--- config.mk ---
export PLATFORM = sky130hd
export DESIGN_NAME = sel_scan_seq
export DESIGN_NICKNAME = d
export VERILOG_FILES = /design/src/rtl/sel_scan_seq_pkg.sv /design/src/rtl/sel_next_ch.sv /design/src/rtl/sel_scan_seq.sv
export SDC_FILE = /design/constraint.sdc
export NUM_CORES = 1
export LEC_CHECK = 0
export BUFFER_PORTS_ARGS = -buffer_cell sky130_fd_sc_hd__buf_4
export CORE_ASPECT_RATIO = 1.4
export CORE_MARGIN = 2
export CORE_UTILIZATION = 66
export CTS_CLUSTER_DIAMETER = 200
export DETAILED_ROUTE_END_ITERATION = 7
export GPL_TIMING_DRIVEN = 0
export PLACE_DENSITY = 0.9
export SLEW_MARGIN = 10
export SYNTH_ARGS = -nofsm -noshare
export SYNTH_HDL_FRONTEND = slang
export SYNTH_SLANG_ARGS = --single-unit
--- constraint.sdc ---
create_clock -name clk1 -period 7.1 [get_ports clk1]
set_input_delay 1.42 -clock clk1 [delete_from_list [all_inputs] [get_ports clk1]]
set_output_delay 1.42 -clock clk1 [all_outputs]
set_load 0.01 [all_outputs]
--- src/rtl/sel_scan_seq_pkg.sv ---
// Shared definitions for the select-code scan sequencer.
// Holds the state encoding, the select-code width and the channel count,
// imported by sel_next_ch and sel_scan_seq.
package sel_scan_seq_pkg;

  localparam int SEL_W = 3;
  localparam int NCH   = 8;

  typedef enum logic [1:0] {
    ST_IDLE  = 2'd0,
    ST_SCAN  = 2'd1,
    ST_BLANK = 2'd2
  } state_t;

endpackage

--- src/rtl/sel_next_ch.sv ---
// Rotating priority search for the next enabled channel above a given code.
// Ports:
//   mask  in  NCH    channel enable mask (bit n enables channel n)
//   cur   in  SEL_W  current channel code; the search starts at cur+1
//   nxt   out SEL_W  first enabled channel found going upward with wrap
//   wrap  out 1      the found channel is at or below cur (wrapped around)
//   none  out 1      mask is empty; nxt is 0 and wrap is 0
// With cur = NCH-1 the search starts at channel 0, so nxt is the lowest set
// bit of mask.
module sel_next_ch
  import sel_scan_seq_pkg::*;
(
  input  logic [NCH-1:0]   mask,
  input  logic [SEL_W-1:0] cur,
  output logic [SEL_W-1:0] nxt,
  output logic             wrap,
  output logic             none
);

  logic [SEL_W-1:0] idx;
  logic             found;

  always_comb begin
    nxt   = '0;
    idx   = '0;
    found = 1'b0;
    none  = (mask == '0);
    // The last step (k = NCH) lands back on cur itself, which covers the
    // single-enabled-channel case.
    for (int k = 1; k <= NCH; k++) begin
      idx = cur + SEL_W'(k);
      if (!found && mask[idx]) begin
        found = 1'b1;
        nxt   = idx;
      end
    end
    wrap = found && (nxt <= cur);
  end

endmodule

--- src/rtl/sel_scan_seq.sv ---
// Scan sequencer that steps a 3-bit select code through the enabled channels
// of an 8-channel mask, holding each for a programmable dwell, optionally
// blanking between channels, and pulsing frame_done on every wrap.
// Ports:
//   clk1        in   system clock, rising edge
//   rst         in   synchronous active-high reset
//   en          in   scan enable; low forces IDLE on the next cycle
//   load        in   strobe capturing mask_in/dwell_in into the shadow regs
//   mask_in     in   [7:0] channel enable mask
//   dwell_in    in   [DWELL_W-1:0] dwell length in cycles (0 acts as 1)
//   select      out  [2:0] current channel code
//   sel_valid   out  high while select is driven (SCAN)
//   frame_done  out  one-cycle pulse when select wraps to the first channel
//   busy        out  high in any state other than IDLE
//   state       out  [1:0] current FSM state (debug visibility)
// Shadow values reach the active registers only while IDLE or at the frame
// boundary, so a frame in progress always finishes with the settings it
// started with.
module sel_scan_seq
  import sel_scan_seq_pkg::*;
#(
  parameter int         DWELL_W   = 16,
  parameter int         DWELL_DEF = 50000,
  parameter int         BLANK_CYC = 4,
  parameter logic [7:0] MASK_DEF  = 8'hFF
) (
  input  logic               clk1,
  input  logic               rst,
  input  logic               en,
  input  logic               load,
  input  logic [7:0]         mask_in,
  input  logic [DWELL_W-1:0] dwell_in,
  output logic [2:0]         select,
  output logic               sel_valid,
  output logic               frame_done,
  output logic               busy,
  output logic [1:0]         state
);

  localparam int BW = (BLANK_CYC > 1) ? $clog2(BLANK_CYC) : 1;
  localparam logic [BW-1:0] BLANK_LAST = BW'((BLANK_CYC > 0) ? BLANK_CYC - 1 : 0);

  state_t             st;
  logic [DWELL_W-1:0] cnt;
  logic [BW-1:0]      bcnt;
  logic [NCH-1:0]     act_mask, sh_mask, eff_mask;
  logic [DWELL_W-1:0] act_dwell, sh_dwell, eff_dwell, dwell_last;

  logic [SEL_W-1:0]   ring_nxt, low_nxt, adv_sel;
  logic               ring_wrap, ring_none, low_wrap, low_none, low_ok;
  logic               do_adv, adv_idle, adv_frame;

  // Next channel within the running frame.
  sel_next_ch u_ring (
    .mask (act_mask),
    .cur  (select),
    .nxt  (ring_nxt),
    .wrap (ring_wrap),
    .none (ring_none)
  );

  // First channel of a new frame, taken from the settings about to become
  // active (a load in this very cycle wins over the stored shadow).
  sel_next_ch u_low (
    .mask (eff_mask),
    .cur  (3'd7),
    .nxt  (low_nxt),
    .wrap (low_wrap),
    .none (low_none)
  );

  always_comb begin
    eff_mask   = load ? mask_in  : sh_mask;
    eff_dwell  = load ? dwell_in : sh_dwell;
    dwell_last = (act_dwell == '0) ? '0 : act_dwell - 1'b1;
    // A search starting from 7 wraps exactly when some channel is set.
    low_ok     = low_wrap && !low_none;

    do_adv = 1'b0;
    if (st == ST_SCAN && cnt == dwell_last && BLANK_CYC == 0)
      do_adv = 1'b1;
    if (st == ST_BLANK && bcnt == BLANK_LAST)
      do_adv = 1'b1;

    adv_idle  = 1'b0;
    adv_frame = 1'b0;
    adv_sel   = ring_nxt;
    if (ring_none) begin
      adv_idle = 1'b1;
    end else if (ring_wrap) begin
      if (low_ok) begin
        adv_sel   = low_nxt;
        adv_frame = 1'b1;
      end else begin
        adv_idle = 1'b1;
      end
    end
  end

  always_ff @(posedge clk1) begin
    if (rst) begin
      st         <= ST_IDLE;
      select     <= '0;
      sel_valid  <= 1'b0;
      frame_done <= 1'b0;
      busy       <= 1'b0;
      cnt        <= '0;
      bcnt       <= '0;
      act_mask   <= MASK_DEF;
      sh_mask    <= MASK_DEF;
      act_dwell  <= DWELL_W'(DWELL_DEF);
      sh_dwell   <= DWELL_W'(DWELL_DEF);
    end else begin
      frame_done <= 1'b0;
      if (load) begin
        sh_mask  <= mask_in;
        sh_dwell <= dwell_in;
      end
      if (st == ST_IDLE) begin
        act_mask  <= eff_mask;
        act_dwell <= eff_dwell;
      end

      if (!en) begin
        st        <= ST_IDLE;
        select    <= '0;
        sel_valid <= 1'b0;
        busy      <= 1'b0;
        cnt       <= '0;
        bcnt      <= '0;
      end else if (do_adv) begin
        cnt  <= '0;
        bcnt <= '0;
        if (ring_wrap) begin
          act_mask  <= eff_mask;
          act_dwell <= eff_dwell;
        end
        if (adv_idle) begin
          st        <= ST_IDLE;
          select    <= '0;
          sel_valid <= 1'b0;
          busy      <= 1'b0;
        end else begin
          st         <= ST_SCAN;
          select     <= adv_sel;
          sel_valid  <= 1'b1;
          busy       <= 1'b1;
          frame_done <= adv_frame;
        end
      end else begin
        case (st)
          ST_IDLE: begin
            if (low_ok) begin
              st        <= ST_SCAN;
              select    <= low_nxt;
              sel_valid <= 1'b1;
              busy      <= 1'b1;
              cnt       <= '0;
            end
          end
          ST_SCAN: begin
            // Reaching the last dwell cycle here implies a blanking gap.
            if (cnt == dwell_last) begin
              st        <= ST_BLANK;
              sel_valid <= 1'b0;
              cnt       <= '0;
              bcnt      <= '0;
            end else begin
              cnt <= cnt + 1'b1;
            end
          end
          ST_BLANK: bcnt <= bcnt + 1'b1;
          default: begin
            st        <= ST_IDLE;
            select    <= '0;
            sel_valid <= 1'b0;
            busy      <= 1'b0;
          end
        endcase
      end
    end
  end

  assign state = st;

endmodule

==> results of run 1 <==
## placed cells by master, fill, tap and decap left out, types with 5 or more instances in the layout
cell type	count
xnor2_1	16
a211o_1	12
nand2b_1	18
ha_1	9
clkbuf_1	21
o22ai_1	6
xor2_1	15
nor2b_1	27
nand4_1	8
nor3_1	24
nand2_1	44
a22oi_1	6
clkbuf_8	10
mux4_2	9
a21oi_1	27
buf_2	6
buf_4	35
nor3b_1	8
mux2i_1	23
nor2_1	44
nor4_1	5
nand3_1	12
a211oi_1	6
a31oi_1	9
mux2_4	21
o21ai_0	15
or3_1	6
o221a_2	5
dfxtp_1	73
or2_2	16
mux2_2	13
a221oi_1	7
inv_1	13
## worst min-delay path, delay by kind of cell, from the launching register on
kind          cells  cell delay, ps
mux               1              60
simple gates      1             110
flops             1             310
## flip-flops by register name, indices dropped and copies added (netlist names)
name / flops
act_dwell: 16
busy: 1
bcnt: 2
sh_dwell: 16
cnt: 16
frame_done: 1
state: 2
select: 3
act_mask: 8
sh_mask: 8
## logic make-up after synthesis
| kind of cell | Yosys count | share of synthesized area (%) |
|---|---|---|
| AND/OR/NAND/NOR | 237 | 24.3 |
| AO/OA/AOI/OAI | 127 | 17.4 |
| flip-flops | 73 | 27.7 |
| multiplexers | 69 | 18.4 |
| buffers and inverters | 50 | 4.52 |
| XOR/XNOR | 32 | 5.56 |
| adder cells (fa/ha/maj) | 9 | 2.13 |
## final cells by class
class	instances	area [µm²]	share of cell area, %
clock buffer	10	138	2.35
buffer	35	183	3.12
sequential	73	1460	24.9
tap	100	125	2.14
multi-input combinational	474	3590	61.3
inverter	15	56.3	0.961
clock inverter	6	47.5	0.812
timing repair buffer	34	255	4.36
## through the flow
step | instances | setup slack (ps) | total power [mW] | utilization, %
after CTS | 747 | 1360 | 0.989 | 75.5
after detailed placement | 731 | 1390 | 0.688 | 73.1
after global routing | 747 | 914 | 1.03 | 75.6
final | 747 | 1270 | 0.993 | 75.6
after global placement | 731 | 1500 | 0.677 | 73.1
after floorplan | 597 | 2190 | 0.625 | -
## where the power goes
part           internal [mW]  switching, mW
combinational          0.110          0.124
sequential             0.430         0.0232
clock                  0.141          0.166
## worst max path at each step
stage / from / end / slack [ps]
after floorplan: select[0]$_SDFFE_PP0P_ / act_dwell[10]$_SDFF_PP0_ / 2190
after global placement: select[0]$_SDFFE_PP0P_ / act_dwell[8]$_SDFF_PP1_ / 1500
after detailed placement: select[0]$_SDFFE_PP0P_ / act_dwell[13]$_SDFF_PP0_ / 1390
after CTS: select[0]$_SDFFE_PP0P_ / act_dwell[13]$_SDFF_PP0_ / 1360
after global routing: select[0]$_SDFFE_PP0P_ / act_dwell[15]$_SDFF_PP1_ / 910
final: select[0]$_SDFFE_PP0P_ / act_dwell[13]$_SDFF_PP0_ / 1270
## layer usage
| metal | GRT usage (%) | up-vias |
|---|---|---|
| met3 | 4.52 | 59 |
| met2 | 62.9 | 215 |
| met5 | 0 | - |
| met1 | 35.7 | 2402 |
| met4 | 19.3 | 0 |
| li1 | - | 2294 |
==> summary.txt, run 1 <==
Clocking
  – CTS Buffer Depth: 2
  – CTS tree: done
  – Clk slew on worst S/H paths: 80 ps
  – Cts bufs inserted: 9
  – H-tree depth: 3
  – CTS resizes: 0
  – Hold-fix buffers at CTS: 0
  – Post-CTS Setup Bufs: 0
  – Sinks on the clock net: 73
  – Clk_lat worst skew: 360 ps
  – CTS Root Cell: clkbuf_8

Die
  – Die area: 0.00875 mm²
  – DIE WIDTH: 79.6 µm
  – Die Ht: 110 µm
  – CORE AREA: 0.00775 mm²
  – Num ports: 36
  – Cell row count: 38
  – Initial Util: 68.2%

Synthesis
  – Main synth FF type: dfxtp_1
  – Sequential element share of the synthesized area: 27.7%
  – Number of synthesized flops with an enable pin: 0
  – Most frequent cell after synthesis: dfxtp_1
  – Ys Warns: 0
  – Synth top area cells: dfxtp_1 28%, mux2_4 6.0%, mux2i_1 4.4%
  – Syn_nets: 634
  – Synth cell count leaders: 73 x dfxtp_1, 44 x nand2_1, 44 x nor2_1
  – Yosys top cell by area: dfxtp_1
  – Area share of the largest cell type after synthesis: 27.7%
  – Post-synth cell types: 76
  – Post-Syn Area: 0.00529 mm²
  – Async set or reset register ratio after synthesis: 0%
  – Synth Instances: 597
  – Syn avg cell area: 8.85 µm²
  – FF+latch count, synth: 73

Critical path
  – Crit path top cell by count: buf_2
  – Critical path, cell by cell: buf_6 -> buf_2 -> inv_2 -> ha_1 -> buf_2 -> buf_2 -> inv_1 -> a211oi_1 -> a221o_1 -> mux2i_1 -> o221a_2 -> or3_1 -> ha_1 -> nor2b_1 -> o21a_1 -> o21ai_0 -> inv_1 -> o31ai_2 -> nand2_4 -> buf_12 -> mux2_4
  – WP buf/inv: 8
  – Reg2reg end: act_dwell[13]$_SDFF_PP0_
  – Crit-path leading delay family: compound AO/OA/AOI/OAI gates
  – CP endpoint kind: flip-flop
  – FF-to-FF path depth: 21
  – CP max FO: 10
  – Startpoint Class: flip-flop
  – Worst EP required: 7350 ps
  – Slowest stage delay, CP: 560 ps
  – Arrival time worst endpoint: 6080 ps
  – Crit path max-delay cell type: a211oi_1
  – Worst path depth: 21
  – R2r setup slk: 1270 ps
  – Worst r2r src: select[0]$_SDFFE_PP0P_
  – Setup Crit Path Kind: flip-flop to flip-flop

Status
  – Status: finished clean

Timing
  – TNS Setup: 0 ps
  – WHS: 515 ps
  – Slew headroom: 46.8%
  – Fmax achieved: 0.172 GHz
  – Fin crit period: 5830 ps
  – Clk_skew: 15.4 ps
  – Pin slew with the least headroom to its limit: 797 ps
  – Max-slew violations: 0
  – RSZ-0062 raised after global routing: false
  – Final Hold Viols: 0
  – Final setup fails: 0
  – Final worst-path cycle share: 82.1%

Global route
  – First-pass GRT wire length: 23100 µm
  – Vias in the first global route: 5030
  – Initial antenna violation count: 0
  – Grt ovf: 0
  – Largest net degree at the start of global routing: 15
  – Overall Global Routing Usage: 33.7%

Layout
  – Fin area: 0.00586 mm²
  – Area delta synth->final: 10.8%
  – Antenna Cells: 0
  – Layout fillers: 578
  – Nets@finish: 679
  – Layout cell share with drive strength beyond 1: 20.9%

Detailed routing
  – Top layer used by detailed routing: met4
  – DRT antenna net count: 0
  – Vias: 4970
  – Wirelength per Cell: 19.1 µm
  – WL final: 14300 µm
  – DRT met1 WL: 5370 µm
  – Vias per cell: 6.65
  – Pre-antenna DRT Iters: 5
  – DR WL met3: 611 µm
  – Initial DRC count: 396
  – # DRC: 0
  – Met2 Wirelength: 7600 µm

Job
  – Max cap viols: 0

Placed design
  – Detail Placement HPWL: 10600 µm
  – Port Buf Inserts: 34
  – Final GP Congestion: 0.958
  – Placed cell area: 0.00567 mm²

Power and ir drop
  – Worst-case vdd ir drop: 0.157 mV
  – Power per cell area: 170 mW/mm²
  – Leakage Power: 2.27 nW

Min path
  – Worst Hold Launch: sh_dwell[0]$_SDFF_PP0_
  – Hold Crit Depth: 2
  – Hold Path Sink: sh_dwell[0]$_SDFF_PP0_
  – Hold WC Path Type: flip-flop to flip-flop
Power figures use the tool's default switching activity.
==> run 2: changes to the inputs <==
Settings changed: ABC_AREA set to 1, CORE_UTILIZATION 66 to 55, PLACE_DENSITY 0.9 to 0.81.
Clock period 7.1 ns to 4.8 ns, I/O delays scaled along.
==> run 2 against run 1 <==
Non-clock buffer count fell by 8. Sequential share of layout area rose by 1.1 points. First-iteration DRC count rose by 15%. Clock skew fell by 6.4 ps. Total power rose by 72%. Global-route usage fell by 7.2 points. Cell area fell by 4.1%. Die area rose by 11%. Wire length fell by 13%. Maximum frequency rose by 37%. Worst hold slack got worse by 53 ps. Final cell count rose by 21%. Critical path type unchanged. Critical endpoint is now act_dwell[10]$_SDFF_PP0_.
==> summary.txt, run 2 <==
Timing
  – Slew headroom: 49.0%
  – Final worst-path cycle share: 88.8%
  – Final setup margin: 537 ps
  – Max-slew violations: 0
  – Final Hold Viols: 0
  – Pin slew with the least headroom to its limit: 756 ps
  – Fmax achieved: 0.235 GHz
  – Clk_skew: 9.00 ps
  – Final setup fails: 0
  – Fin crit period: 4260 ps

Detailed routing
  – Pre-antenna DRT Iters: 5
  – WL final: 12500 µm
  – Vias per cell: 5.58
  – Wirelength per Cell: 13.8 µm
  – Initial DRC count: 457
  – # DRC: 0
  – DRT antenna net count: 0
  – Vias: 5030

Die
  – DIE WIDTH: 83.8 µm
  – Die area: 0.00969 mm²
  – Cell row count: 40
  – Die Ht: 116 µm
  – Num ports: 36
  – Initial Util: 56.9%
  – CORE AREA: 0.00861 mm²

Placed design
  – Final GP Congestion: 1.00
  – Port Buf Inserts: 32
  – Inst Count DP: 881
  – Detail Placement HPWL: 9660 µm
  – Place WS: 82.3 ps

Global route
  – First-pass GRT wire length: 21100 µm
  – GRT busiest layer: met2
  – M1 GR Usage: 28.9%
  – Vias in the first global route: 4896
  – Largest net degree at the start of global routing: 12
  – Met3 Usage GRT: 4.06%
  – Initial antenna violation count: 0
  – Met2 Use GR: 48.8%
  – Overall Global Routing Usage: 26.5%
  – Grt ovf: 0

Synthesis
  – Main synth FF type: dfxtp_1
  – FF+latch count, synth: 73
  – Post-synth cell types: 46
  – Syn_nets: 781
  – Async set or reset register ratio after synthesis: 0%
  – Ys Warns: 0
  – Sequential element share of the synthesized area: 29.8%
  – Synth top area cells: dfxtp_1 30%, nand2_1 15%, nand3_1 9.0%
  – Yosys top cell by area: dfxtp_1
  – Area share of the largest cell type after synthesis: 29.8%
  – Post-Syn Area: 0.00490 mm²
  – Synth Instances: 744
  – Number of synthesized flops with an enable pin: 0
  – Most frequent cell after synthesis: nand2_1
  – Synth cell count leaders: 196 x nand2_1, 88 x nand3_1, 81 x inv_1
  – Syn avg cell area: 6.58 µm²

Clocking
  – Clk_lat worst skew: 340 ps
  – Clk slew on worst S/H paths: 50 ps
  – Cts bufs inserted: 9
  – Hold-fix buffers at CTS: 0
  – H-tree depth: 3
  – CTS Root Cell: clkbuf_16
  – Sinks on the clock net: 73
  – CTS tree: done
  – CTS Buffer Depth: 2

Critical path
  – Setup Crit Path Kind: flip-flop to flip-flop
  – Crit path from: select[1]$_SDFFE_PP0P_
  – Worst r2r src: select[1]$_SDFFE_PP0P_
  – CP endpoint kind: flip-flop
  – Arrival time worst endpoint: 4500 ps
  – Startpoint Class: flip-flop
  – CP max FO: 10
  – Worst EP required: 5040 ps

Layout
  – Layout cell share with drive strength beyond 1: 14.6%
  – Layout fillers: 797
  – Commonest non-fill, non-tap cell in the layout: nand2_1
  – Antenna Cells: 0
  – Most frequent cells in the layout: 196 x nand2_1, 88 x nand3_1, 80 x inv_1, 73 x dfxtp_1, 61 x nor2_1
  – Area delta synth->final: 14.7%
  – Post-route insts no fill: 901
  – Nets@finish: 828
  – Largest regs: act_dwell (16), cnt (16), sh_dwell (16)

Min path
  – Hold WC Path Type: flip-flop to flip-flop
  – Worst Hold Launch: bcnt[0]$_SDFFE_PP0P_

Job
  – Max cap viols: 0

Power and ir drop
  – Sw frac: 30.6%
  – Power per cell area: 304 mW/mm²
  – Worst-case vdd ir drop: 0.295 mV
  – Clk pwr share: 38.2%
  – P_int: 1.19 mW
  – Power share of the combinational group: 22.6%
  – Psw: 0.524 mW
  – Flop pwr share: 39.2%
  – Leakage Power: 2.55 nW

Status
  – Status: finished clean
==> run 2: cell count changes after synthesis, sizes merged, moves of 14 or more <==
| cell | before | now |
|---|---|---|
| nand2 | 45 | 204 |
| nand3 | 12 | 89 |
| inv | 14 | 87 |
| mux2 | 34 | 0 |
| nor2 | 44 | 74 |
| o21ai | 15 | 43 |
| nor2b | 27 | 0 |
| nand2b | 18 | 0 |
| nor3 | 24 | 9 |
| or2 | 17 | 3 |
==> run 2: kinds of logic after synthesis <==
logic type | Yosys count | share of synthesized area (%)
simple gates | 400 | 36.7
fa+ha+maj | 9 | 2.30
mux | 14 | 2.86
xor+xnor | 18 | 3.22
buf+inv | 115 | 10.4
flops | 73 | 29.8
compound gates | 115 | 14.6
==> run 2: area by class of cell <==
type                            count  area [µm²]  share of cell area (%)
Clock buffer                       14         284                    5.06
Timing Repair Buffer               36         270                    4.81
Tap cell                          105         131                    2.34
Buffer                             25         175                    3.12
Multi-Input combinational cell    556        2940                    52.3
Sequential cell                    73        1460                    26.0
Clock inverter                      2        10.0                   0.178
Inverter                           90         347                    6.17
==> run 2: repair_timing <==
item	4_1_cts	5_1_grt
buffers inserted	0	4
gates resized for setup	0	10
endpoints found under the setup margin	0	30
==> run 2: power groups by stage <==
stage / Clock, mW / Sequential, mW / Combinational, mW
2_1_floorplan: 0 / 0.674 / 0.284
3_3_place_gp: 0 / 0.681 / 0.362
3_5_place_dp: 0 / 0.683 / 0.373
4_1_cts: 0.655 / 0.670 / 0.376
5_1_grt: 0.682 / 0.674 / 0.440
6_report: 0.653 / 0.670 / 0.386
==> run 2: routing by layer <==
| metal | vias up | wire length (µm) | part of all wire (%) |
|---|---|---|---|
| met5 | - | 0 | 0 |
| met4 | 0 | 499 | 4.0 |
| met3 | 49 | 610 | 4.9 |
| met2 | 174 | 6450 | 52 |
| met1 | 2266 | 4900 | 39 |
| li1 | 2541 | - | - |
==> run 2: critical path, stage by stage, from the launching register on <==
cell and delay, ps:
dfxtp_1 370, clkbuf_4 240, clkinvlp_4 160, ha_2 350
inv_2 140, nand3_1 110, nand3_1 110, nand2_1 110
nor2_2 160, nand4_1 160, nor2_2 150, nand2_1 100
o21ai_1 200, nand2_1 80, ha_1 310, a21oi_1 130
o21ai_0 100, nand2_1 100, nand2_1 110, nor2_4 190
nand2_1 90, nand2_1 180, clkbuf_4 260, nor2_1 50
a211oi_1 200
==> run 2: final timing paths <==
| check | end | slack [ps] | depth (start not counted) |
|---|---|---|---|
| max | act_dwell[10]$_SDFF_PP0_ | 540 | 24 |
| min reg2reg | bcnt[0]$_SDFFE_PP0P_ | 460 | 1 |
| min | bcnt[0]$_SDFFE_PP0P_ | 460 | 1 |
| max reg2reg | act_dwell[10]$_SDFF_PP0_ | 540 | 24 |
==> run 2: per-stage QoR <==
stage | power [mW] | TNS, ps | hold WS, ps | util, % | instance area (µm²)
finish | 1.71 | 0 | 462 | 65.3 | 5620
global route | 1.80 | -22.2 | 492 | 65.3 | 5620
CTS | 1.70 | 0 | 467 | 64.6 | 5560
detailed placement | 1.06 | 0 | 456 | 61.2 | 5270
global placement | 1.04 | 0 | 442 | 61.2 | 5270
floorplan | 0.958 | 0 | 424 | - | 4900
